==> src/rtl/bf_pkg.sv <==
// Shared opcode constants and FSM state encoding for the bf_core two-word
// instruction processor.
package bf_pkg;

  localparam logic [3:0] OP_JMP  = 4'd0;
  localparam logic [3:0] OP_LOD  = 4'd1;
  localparam logic [3:0] OP_STR  = 4'd2;
  localparam logic [3:0] OP_ADD  = 4'd3;
  localparam logic [3:0] OP_ADDI = 4'd4;
  localparam logic [3:0] OP_LODI = 4'd5;
  localparam logic [3:0] OP_NAND = 4'd6;
  localparam logic [3:0] OP_JEQZ = 4'd7;
  localparam logic [3:0] OP_HALT = 4'd8;

  typedef enum logic [2:0] {
    S_FETCH0,
    S_FETCH1,
    S_EXEC,
    S_MEM,
    S_HALT
  } state_e;

endpackage

==> src/rtl/bf_alu.sv <==
// Combinational result path for the register-writing opcodes; wr_en flags
// which opcodes commit a result to r0.
module bf_alu
  import bf_pkg::*;
#(
  parameter int DATA_W = 8
) (
  input  logic [3:0]        op,
  input  logic [DATA_W-1:0] rd_val,
  input  logic [DATA_W-1:0] rs1_val,
  input  logic [DATA_W-1:0] rs2_val,
  input  logic [DATA_W-1:0] imm,
  output logic [DATA_W-1:0] result,
  output logic              wr_en
);

  always_comb begin
    result = '0;
    wr_en  = 1'b0;
    case (op)
      OP_ADD:  begin result = rs1_val + rs2_val;    wr_en = 1'b1; end
      OP_ADDI: begin result = rd_val + imm;         wr_en = 1'b1; end
      OP_NAND: begin result = ~(rs1_val & rs2_val); wr_en = 1'b1; end
      OP_LODI: begin result = imm;                  wr_en = 1'b1; end
      default: ;
    endcase
  end

endmodule

==> src/rtl/bf_core.sv <==
// Multi-cycle core: fetches two bus words per instruction, executes, and
// optionally performs one data access. All bus outputs are registered.
module bf_core
  import bf_pkg::*;
#(
  parameter int DATA_W   = 8,
  parameter int ADDR_W   = 8,
  parameter int RESET_PC = 0
) (
  input  logic              clk,
  input  logic              rst,
  input  logic              mem_ready,
  input  logic [DATA_W-1:0] mem_rdata,
  output logic              mem_req,
  output logic              mem_we,
  output logic [ADDR_W-1:0] mem_addr,
  output logic [DATA_W-1:0] mem_wdata,
  output logic              halted,
  output logic              retire
);

  localparam logic [ADDR_W-1:0] RESET_PC_V = ADDR_W'(RESET_PC);

  state_e            state_q, state_d;
  logic [ADDR_W-1:0] pc_q, pc_d, mem_addr_q, mem_addr_d;
  logic [7:0]        ir0_q, ir0_d;
  logic [DATA_W-1:0] ir1_q, ir1_d, mem_wdata_q, mem_wdata_d;
  logic              mem_req_q, mem_req_d, mem_we_q, mem_we_d, retire_q, retire_d;
  logic [DATA_W-1:0] regs_q [16];
  logic [DATA_W-1:0] regs_d [16];

  logic [3:0]        op, ra, rb, rc;
  logic [ADDR_W-1:0] jaddr;
  logic [DATA_W-1:0] alu_res;
  logic              alu_we, xfer;

  assign op    = ir0_q[7:4];
  assign ra    = ir0_q[3:0];
  assign rb    = ir1_q[7:4];
  assign rc    = ir1_q[3:0];
  assign jaddr = ir1_q[ADDR_W-1:0];
  assign xfer  = mem_req_q && mem_ready;

  bf_alu #(.DATA_W(DATA_W)) u_alu (
    .op      (op),
    .rd_val  (regs_q[ra]),
    .rs1_val (regs_q[rb]),
    .rs2_val (regs_q[rc]),
    .imm     (ir1_q),
    .result  (alu_res),
    .wr_en   (alu_we)
  );

  always_comb begin
    state_d     = state_q;
    pc_d        = pc_q;
    ir0_d       = ir0_q;
    ir1_d       = ir1_q;
    mem_req_d   = mem_req_q;
    mem_we_d    = mem_we_q;
    mem_addr_d  = mem_addr_q;
    mem_wdata_d = mem_wdata_q;
    retire_d    = 1'b0;
    regs_d      = regs_q;
    case (state_q)
      S_FETCH0: begin
        // Only true in the first cycle after reset: raise the first request.
        if (!mem_req_q) begin
          mem_req_d  = 1'b1;
          mem_we_d   = 1'b0;
          mem_addr_d = pc_q;
        end else if (mem_ready) begin
          ir0_d      = mem_rdata[7:0];
          mem_addr_d = pc_q + ADDR_W'(1);
          state_d    = S_FETCH1;
        end
      end
      S_FETCH1: begin
        if (xfer) begin
          ir1_d     = mem_rdata;
          mem_req_d = 1'b0;
          state_d   = S_EXEC;
        end
      end
      S_EXEC: begin
        retire_d  = 1'b1;
        pc_d      = pc_q + ADDR_W'(2);
        state_d   = S_FETCH0;
        mem_req_d = 1'b1;
        mem_we_d  = 1'b0;
        if (alu_we) regs_d[ra] = alu_res;
        case (op)
          OP_JMP:  pc_d = jaddr;
          OP_JEQZ: if (regs_q[ra] == '0) pc_d = jaddr;
          OP_LOD, OP_STR: begin
            retire_d    = 1'b0;
            state_d     = S_MEM;
            mem_addr_d  = jaddr;
            mem_we_d    = (op == OP_STR);
            mem_wdata_d = regs_q[ra];
          end
          OP_HALT: begin
            state_d   = S_HALT;
            mem_req_d = 1'b0;
          end
          default: ;
        endcase
        if (state_d == S_FETCH0) mem_addr_d = pc_d;
      end
      S_MEM: begin
        if (xfer) begin
          if (!mem_we_q) regs_d[ra] = mem_rdata;
          retire_d   = 1'b1;
          mem_we_d   = 1'b0;
          mem_addr_d = pc_q;
          state_d    = S_FETCH0;
        end
      end
      S_HALT: ;
      default: state_d = S_FETCH0;
    endcase
  end

  always_ff @(posedge clk or negedge rst) begin
    if (!rst) begin
      state_q     <= S_FETCH0;
      pc_q        <= RESET_PC_V;
      ir0_q       <= '0;
      ir1_q       <= '0;
      mem_req_q   <= 1'b0;
      mem_we_q    <= 1'b0;
      mem_addr_q  <= '0;
      mem_wdata_q <= '0;
      retire_q    <= 1'b0;
      for (int i = 0; i < 16; i++) regs_q[i] <= '0;
    end else begin
      state_q     <= state_d;
      pc_q        <= pc_d;
      ir0_q       <= ir0_d;
      ir1_q       <= ir1_d;
      mem_req_q   <= mem_req_d;
      mem_we_q    <= mem_we_d;
      mem_addr_q  <= mem_addr_d;
      mem_wdata_q <= mem_wdata_d;
      retire_q    <= retire_d;
      regs_q      <= regs_d;
    end
  end

  assign mem_req   = mem_req_q;
  assign mem_we    = mem_we_q;
  assign mem_addr  = mem_addr_q;
  assign mem_wdata = mem_wdata_q;
  assign retire    = retire_q;
  assign halted    = (state_q == S_HALT);

endmodule

==> config.mk <==
export PLATFORM = sky130hd
export DESIGN_NAME = bf_core
export DESIGN_NICKNAME = d
export VERILOG_FILES = /design/src/rtl/bf_pkg.sv /design/src/rtl/bf_alu.sv /design/src/rtl/bf_core.sv
export SDC_FILE = /design/constraint.sdc
export NUM_CORES = 1
export LEC_CHECK = 0
export CAP_MARGIN = 20
export CORE_UTILIZATION = 57
export CTS_BUF_LIST = sky130_fd_sc_hd__clkbuf_4
export DETAILED_ROUTE_END_ITERATION = 10
export PLACE_DENSITY_LB_ADDON = 0.2
export SYNTH_ARGS = -nofsm -noshare
export SYNTH_HDL_FRONTEND = slang
export SYNTH_SLANG_ARGS = --single-unit
==> constraint.sdc <==
create_clock -name clk -period 5 [get_ports clk]
set_input_delay 0.75 -clock clk [delete_from_list [all_inputs] [get_ports clk]]
set_output_delay 0.75 -clock clk [all_outputs]
set_load 0.1 [all_outputs]
# Word level (Yosys, flattened, before mapping)

Cells that the tools add are included.

Word-level logic and storage cells: 122
Output and inout bits: 20
Memory bits (read-only): 0
Latch bits: 0
Memories kept: 0
Register bits: 174
RAM bits: 0
Bits of input ports: 11

Add/sub/neg operators: 4
Multiplexer cells: 43
Shifts and indexed selects: 0
Multipliers: 0
Bitwise logic cells: 6
Eq/ne operators: 21
Reduce and logical (&&, ||, !) cells: 19
$lt $le $gt $ge: 4
Div/mod/pow operators: 0

Operators by type and width:

| cell                  | number |
|---|---|
| $mux W128             | 3 |
| $bwmux W128           | 2 |
| $pmux W128 S2         | 1 |
| $mux W8               | 13 |
| $bmux W8 S4           | 3 |
| $demux W8 S4          | 1 |
| $pmux W8 S4           | 1 |
| $pmux W8 S3           | 1 |
| $add A8 B8 Y8         | 2 |
| $eq A4 B3 Y1 const B  | 4 |
| $pmux W8 S2           | 1 |
| $ge A5 B5 Y1 const B  | 3 |
| $mux W3               | 5 |
| $not A4 Y5            | 3 |
| $pmux W3 S5           | 1 |
| $ne A2 B2 Y1 const B  | 7 |
| $add A8 B1 Y8 const B | 1 |
| $add A8 B2 Y8 const B | 1 |
| $and A8 B8 Y8         | 1 |
| $eq A4 B2 Y1 const B  | 2 |
| $logic_not A8 Y1      | 1 |
| $not A8 Y8            | 1 |
| $reduce_and A4 Y1     | 2 |
| $mux W1               | 7 |
| 22 further kinds      | 30 |

# Depth between registers and ports, before layout

Depth after elaboration: 10
Gate-level depth with buffers: 16
Gate-level depth less buffers: 13

# Cells and area by module

From an unflattened synthesis, not the netlist that was laid out.

Cells, all modules: 986
Area total of the unflattened synthesis: 10949.3 um^2

Modules (own cells, without submodules):

| module  | sequential area each (um^2) | instances | cells an instance | area each (um^2) |
|---|---|---|---|---|
| bf_core | 4354.2                      | 1         | 864               | 10018.4 |
| bf_alu  | 0.0                         | 1         | 122               | 930.9 |

# Least setup slack after synthesis

Ideal clock, no wire load.

Kind: register to register
From: reg ir1_q[4]
To: reg regs_q[126] in the netlist's numbering
Setup slack: 0.399 ns
Setup time: 0.134 ns
Required time: 4.866 ns
Clock period less this slack: 4.601 ns
Cell stages (with the launch flop): 16
Buffers on the path: 3
Arrival: 4.467 ns
Cells stage by stage: dfrtp_1 -> clkbuf_1 -> buf_1 -> mux4_2 -> mux4_2 -> ha_1 -> fa_1 -> a21o_1 -> a21oi_1 -> o21bai_1 -> a21oi_1 -> xor2_1 -> o21ai_0 -> o22ai_1 -> clkbuf_1 -> o21ai_0

Longest elaborated chain between the ends: 10
Elaborated cells on any way between the ends: 12
Classes of those cells: add/sub: 2; mux: 7; bitwise: 3

RTL lines:

| element                                               | line           | RTL |
|---|---|---|
| from (decl)                                           | bf_core.sv:27  | `logic [DATA_W-1:0] ir1_q, ir1_d, mem_wdata_q, mem_wdata_d;` |
| from (signal assigned)                                | bf_core.sv:140 | `ir1_q <= ir1_d;` |
| branches (longest 6 deep; another with $add A8 B8 Y8) | n/a            |  |
| $pmux W8 S4 *                                         | bf_alu.sv:20   | `case (op)` |
| $bwmux W128 *                                         | bf_core.sv:91  | `if (alu_we) regs_d[ra] = alu_res;` |
| $mux W128 *                                           | bf_core.sv:91  |  |
| $pmux W128 S2 *                                       | bf_core.sv:65  | `case (state_q)` |
| to (signal assigned)                                  | bf_core.sv:146 | `regs_q <= regs_d;` |
| to (decl)                                             | bf_core.sv:29  | `logic [DATA_W-1:0] regs_q [16];` |

Every way passes the cells marked *. The select of a mux whose other input is x is not followed.
A chain may end at the register's enable or synchronous reset.

# Worst setup path after layout

From: reg ir0_q[0]
To: reg regs_q[111] in the netlist's numbering

Longest elaborated chain between the ends: 9
Elaborated cells on any way between the ends: 17
Classes of those cells: add/sub: 1; order compare: 2; mux: 12; bitwise: 1; reduce/logical: 1

RTL lines:

| element                                    | line           | RTL |
|---|---|---|
| from (decl)                                | bf_core.sv:26  | `logic [7:0] ir0_q, ir0_d;` |
| from (signal assigned)                     | bf_core.sv:139 | `ir0_q <= ir0_d;` |
| $not A4 Y5 (not written as such)           | bf_core.sv:46  | `.rd_val (regs_q[ra]),` |
| $bmux W8 S4                                | bf_core.sv:46  |  |
| $mux W8 (not written as such) (2 in a row) | bf_core.sv:46  |  |
| named net u_alu.rd_val[2]                  | bf_alu.sv:9    | `input logic [DATA_W-1:0] rd_val,` |
| $add A8 B8 Y8                              | bf_alu.sv:22   | `OP_ADDI: begin result = rd_val + imm; wr_en = 1'b1; end` |
| $pmux W8 S4                                | bf_alu.sv:20   |  |
| $bwmux W128                                | bf_core.sv:91  |  |
| $mux W128                                  | bf_core.sv:91  |  |
| $pmux W128 S2                              | bf_core.sv:65  |  |

The timed path passes the listed nets, and every way through them passes these cells. The select of a mux whose other input is x is not followed.

==> metrics.yaml <==
status: "finished, final reports clean"
synthesis.instances: 938
detail-route-antenna-nets: 0
synth_area_um2: 10840
start_util: 0.5815
wl_mm: 29.32
cts_sinks: 174
drt-pass1-iter-count: 5
hp-class: "in2async"
rows: 50
finalSetupViolations: 0
worst_pin_slew_ps: 1007
cts_setup_buffers: 0
cts_buffer_depth: 2
tns_ps: 0
cts_hold_buf: 0
rsz0062_at_grt: "false"
setup_ws_ps: 695.0
clkSlewWorstSetupHoldPaths_ps: 150
placed_cell_area_um2: 11400
synthDistinctLibCells: 61
dieHeight_um: 139.9
whs_ps: 210.8
p_per_area_nw_per_um2: 198.6
path_buf_inv: 2
drt_iter0_markers: 866
crit_path_max_fanout: 33
ys_warn_count: 0
clkLatencyLatePin_ps: 610
grt_pass1_wl_mm: 46.78
ir_drop_mv: 0.1351
die-area_um2: 19570
required_ps: 5490
antenna_found_initial: 2
cts_root_buf: "clkbuf_4"
synth_edf_count: 0
period_share: 0.8610
ys_seq_area_frac: 0.4017
fillers: 1518
cts_tree: "yes"
ys_ff_latch: 174
p_leak_nw: 4.824
nets: 976
critPathTopFamily: "compound AO/OA/AOI/OAI gates"
synth_ff_type: "dfrtp_1"
maxSlewHeadroom: 0.3265
final_max_slew_viol_count: 0
finClkSkew_ps: 25.73
worstSetupStartpointType: "register"
max_stage_delay_ps: 700
placed_cells: 1161
num_io_pins: 31
grt_overflow: 0
areaGrowthSynthToFinish_pct: 7.999
dp_hpwl_mm: 19.77
fin_area_um2: 11710
cp_slowest_cell: "dfrtp_2"
die_x_um: 139.9
via_count: 8059
endpoint_kind: "register"
syn_avg_cell_area_um2: 11.56
drv_cap: 0
cts_resized: 0
grt_use_total: 0.3233
port_buffers: 30
synthArstFlopShare: 1.000
syn_nets: 968
crit_chain: "buf_12 > mux4_2 > a22oi_2 > nand2_1 > ha_1 > a21oi_1 > o21ai_0 > o41ai_1 > xnor2_1 > nand2_1 > o21ai_0 > buf_4 > mux2_2"
grt_max_degree: 105
final_hold_viol_count: 0
place.gp.congestion: 0.8972
cp.arrival_ps: 4800
drcViolationCount: 0
core_um2: 18640
layout_min_cycle_time_ps: 4305
htreeDepth: 4
fin_cells: 1195
clock.fmax_mhz: 232.3
cts_buffers: 17
grt_pass1_vias: 7922
drive_gt1_frac: 0.2503
drt-wirelength-per-cell_um: 24.54
viasPerCell: 6.744
path_class: "reg2reg"
dp_slack_ps: 806.3
cells in the final DEF, fill, tap and decap left out, types with 3 or more instances in the layout:
cell / synthesis / layout
mux4_1: 3 / 3
nand2b_1: 3 / 3
xor2_1: 11 / 11
and2_1: 4 / 4
a31oi_1: 4 / 4
nor3_1: 10 / 10
nor2_1: 32 / 32
o311ai_0: 3 / 3
dfrtp_1: 174 / 171
o22a_1: 3 / 3
dfrtp_2: 0 / 3
o21ai_0: 117 / 117
clkinv_4: 0 / 3
nand4_1: 5 / 5
a22oi_2: 3 / 3
clkbuf_4: 0 / 18
a21oi_2: 3 / 3
mux4_2: 109 / 109
inv_1: 35 / 35
nand4b_1: 4 / 4
a21o_1: 5 / 5
mux2i_1: 35 / 35
bufinv_16: 0 / 3
clkdlybuf4s50_1: 0 / 29
nor2b_1: 3 / 3
nand2_1: 127 / 127
ha_1: 17 / 17
buf_4: 0 / 35
a22oi_1: 15 / 15
xnor2_1: 9 / 9
a221oi_1: 4 / 4
clkinv_2: 0 / 3
o211ai_1: 8 / 8
nand3_1: 16 / 16
mux2_2: 43 / 43
a21oi_1: 20 / 20
synth_stat cells (3+ instances only):
master	instances	area (µm²)
dfrtp_1	174	4354
nand2_1	127	476.7
o21ai_0	117	585.6
mux4_2	109	2455
clkbuf_1	63	236.5
mux2_2	43	484.2
inv_1	35	131.4
mux2i_1	35	350.3
nor2_1	32	120.1
a21oi_1	20	100.1
ha_1	17	212.7
nand3_1	16	80.08
a22oi_1	15	112.6
xor2_1	11	96.34
nor3_1	10	50.05
xnor2_1	9	78.83
o211ai_1	8	60.06
buf_2	6	30.03
a21o_1	5	37.54
nand4_1	5	31.28
a221oi_1	4	35.03
a31oi_1	4	25.02
and2_1	4	25.02
buf_1	4	15.01
buf_6	4	45.04
nand4b_1	4	35.03
a21oi_2	3	26.28
a22oi_2	3	37.54
mux4_1	3	78.83
nand2b_1	3	18.77
nor2b_1	3	18.77
o22a_1	3	26.28
o311ai_0	3	26.28
layer usage:
| metal | vias to the layer above | routed length [µm] | GRT usage |
|---|---|---|---|
| met4 | 0 | 1114 | 0.1394 |
| li1 | 3523 | - | - |
| met2 | 399 | 13110 | 0.4721 |
| met1 | 4073 | 12400 | 0.4623 |
| met3 | 64 | 2694 | 0.08205 |
| met5 | - | 0 | 0 |
kinds of logic after synthesis:
| kind of cell | Yosys count | synth area share |
|---|---|---|
| and+or+nand+nor | 219 | 0.09038 |
| xor gates and xnor gates | 20 | 0.01616 |
| muxes | 191 | 0.3121 |
| AOI/OAI and AO/OA | 201 | 0.1114 |
| DFF | 174 | 0.4017 |
| buffers and inverters | 113 | 0.04409 |
| adders and majority gates | 20 | 0.02424 |
area by class of cell:
| type | instances | area (µm²) | share of cell area |
|---|---|---|---|
| diodes | 2 | 5.005 | 0.0004275 |
| clock buffers | 18 | 135.1 | 0.01154 |
| multi-input cells | 651 | 6013 | 0.5136 |
| well taps | 234 | 292.8 | 0.02501 |
| clock inverters | 14 | 167.7 | 0.01432 |
| inverters | 35 | 131.4 | 0.01122 |
| repair buffers | 67 | 604.3 | 0.05162 |
| flip-flops and latches | 174 | 4358 | 0.3722 |
power by group:
| part | total, mW | switching [mW] | leakage, nW | internal [mW] |
|---|---|---|---|---|
| Combinational | 0.0409 | 0.0325 | 2.44 | 0.00847 |
| Clock | 0.876 | 0.523 | 0.160 | 0.353 |
| Sequential | 1.41 | 0 | 2.23 | 1.41 |
flip-flops by register name, summed over array words and instances (netlist names), 3 cells and up:
name and count:
mem_wdata 8, ir1_q 8, mem_addr 8, state_q 3, ir0_q 8, regs_q 128, pc_q 8
per-stage QoR:
step                total power [mW]  utilization
detailed placement             1.476       0.6115
global placement               1.476       0.6115
finish                         2.325       0.6280
global route                   2.391       0.6280
CTS                            2.339       0.6277
floorplan                      1.435            -
path summary, 6_finish.rpt:
path	from	to	slack (ps)	cells after the start
setup / recovery	ir0_q[0]	regs_q[111]	700	13
hold / removal	rst	regs_q[124]	210	1
setup reg to reg	ir0_q[0]	regs_q[111]	700	13
hold reg to reg	mem_wdata[6]	mem_wdata[6]	520	1
max in group asynchronous	rst	regs_q[17]	3650	2
min in group clk	mem_wdata[6]	mem_wdata[6]	520	1
(Power assumes the default switching activity.)
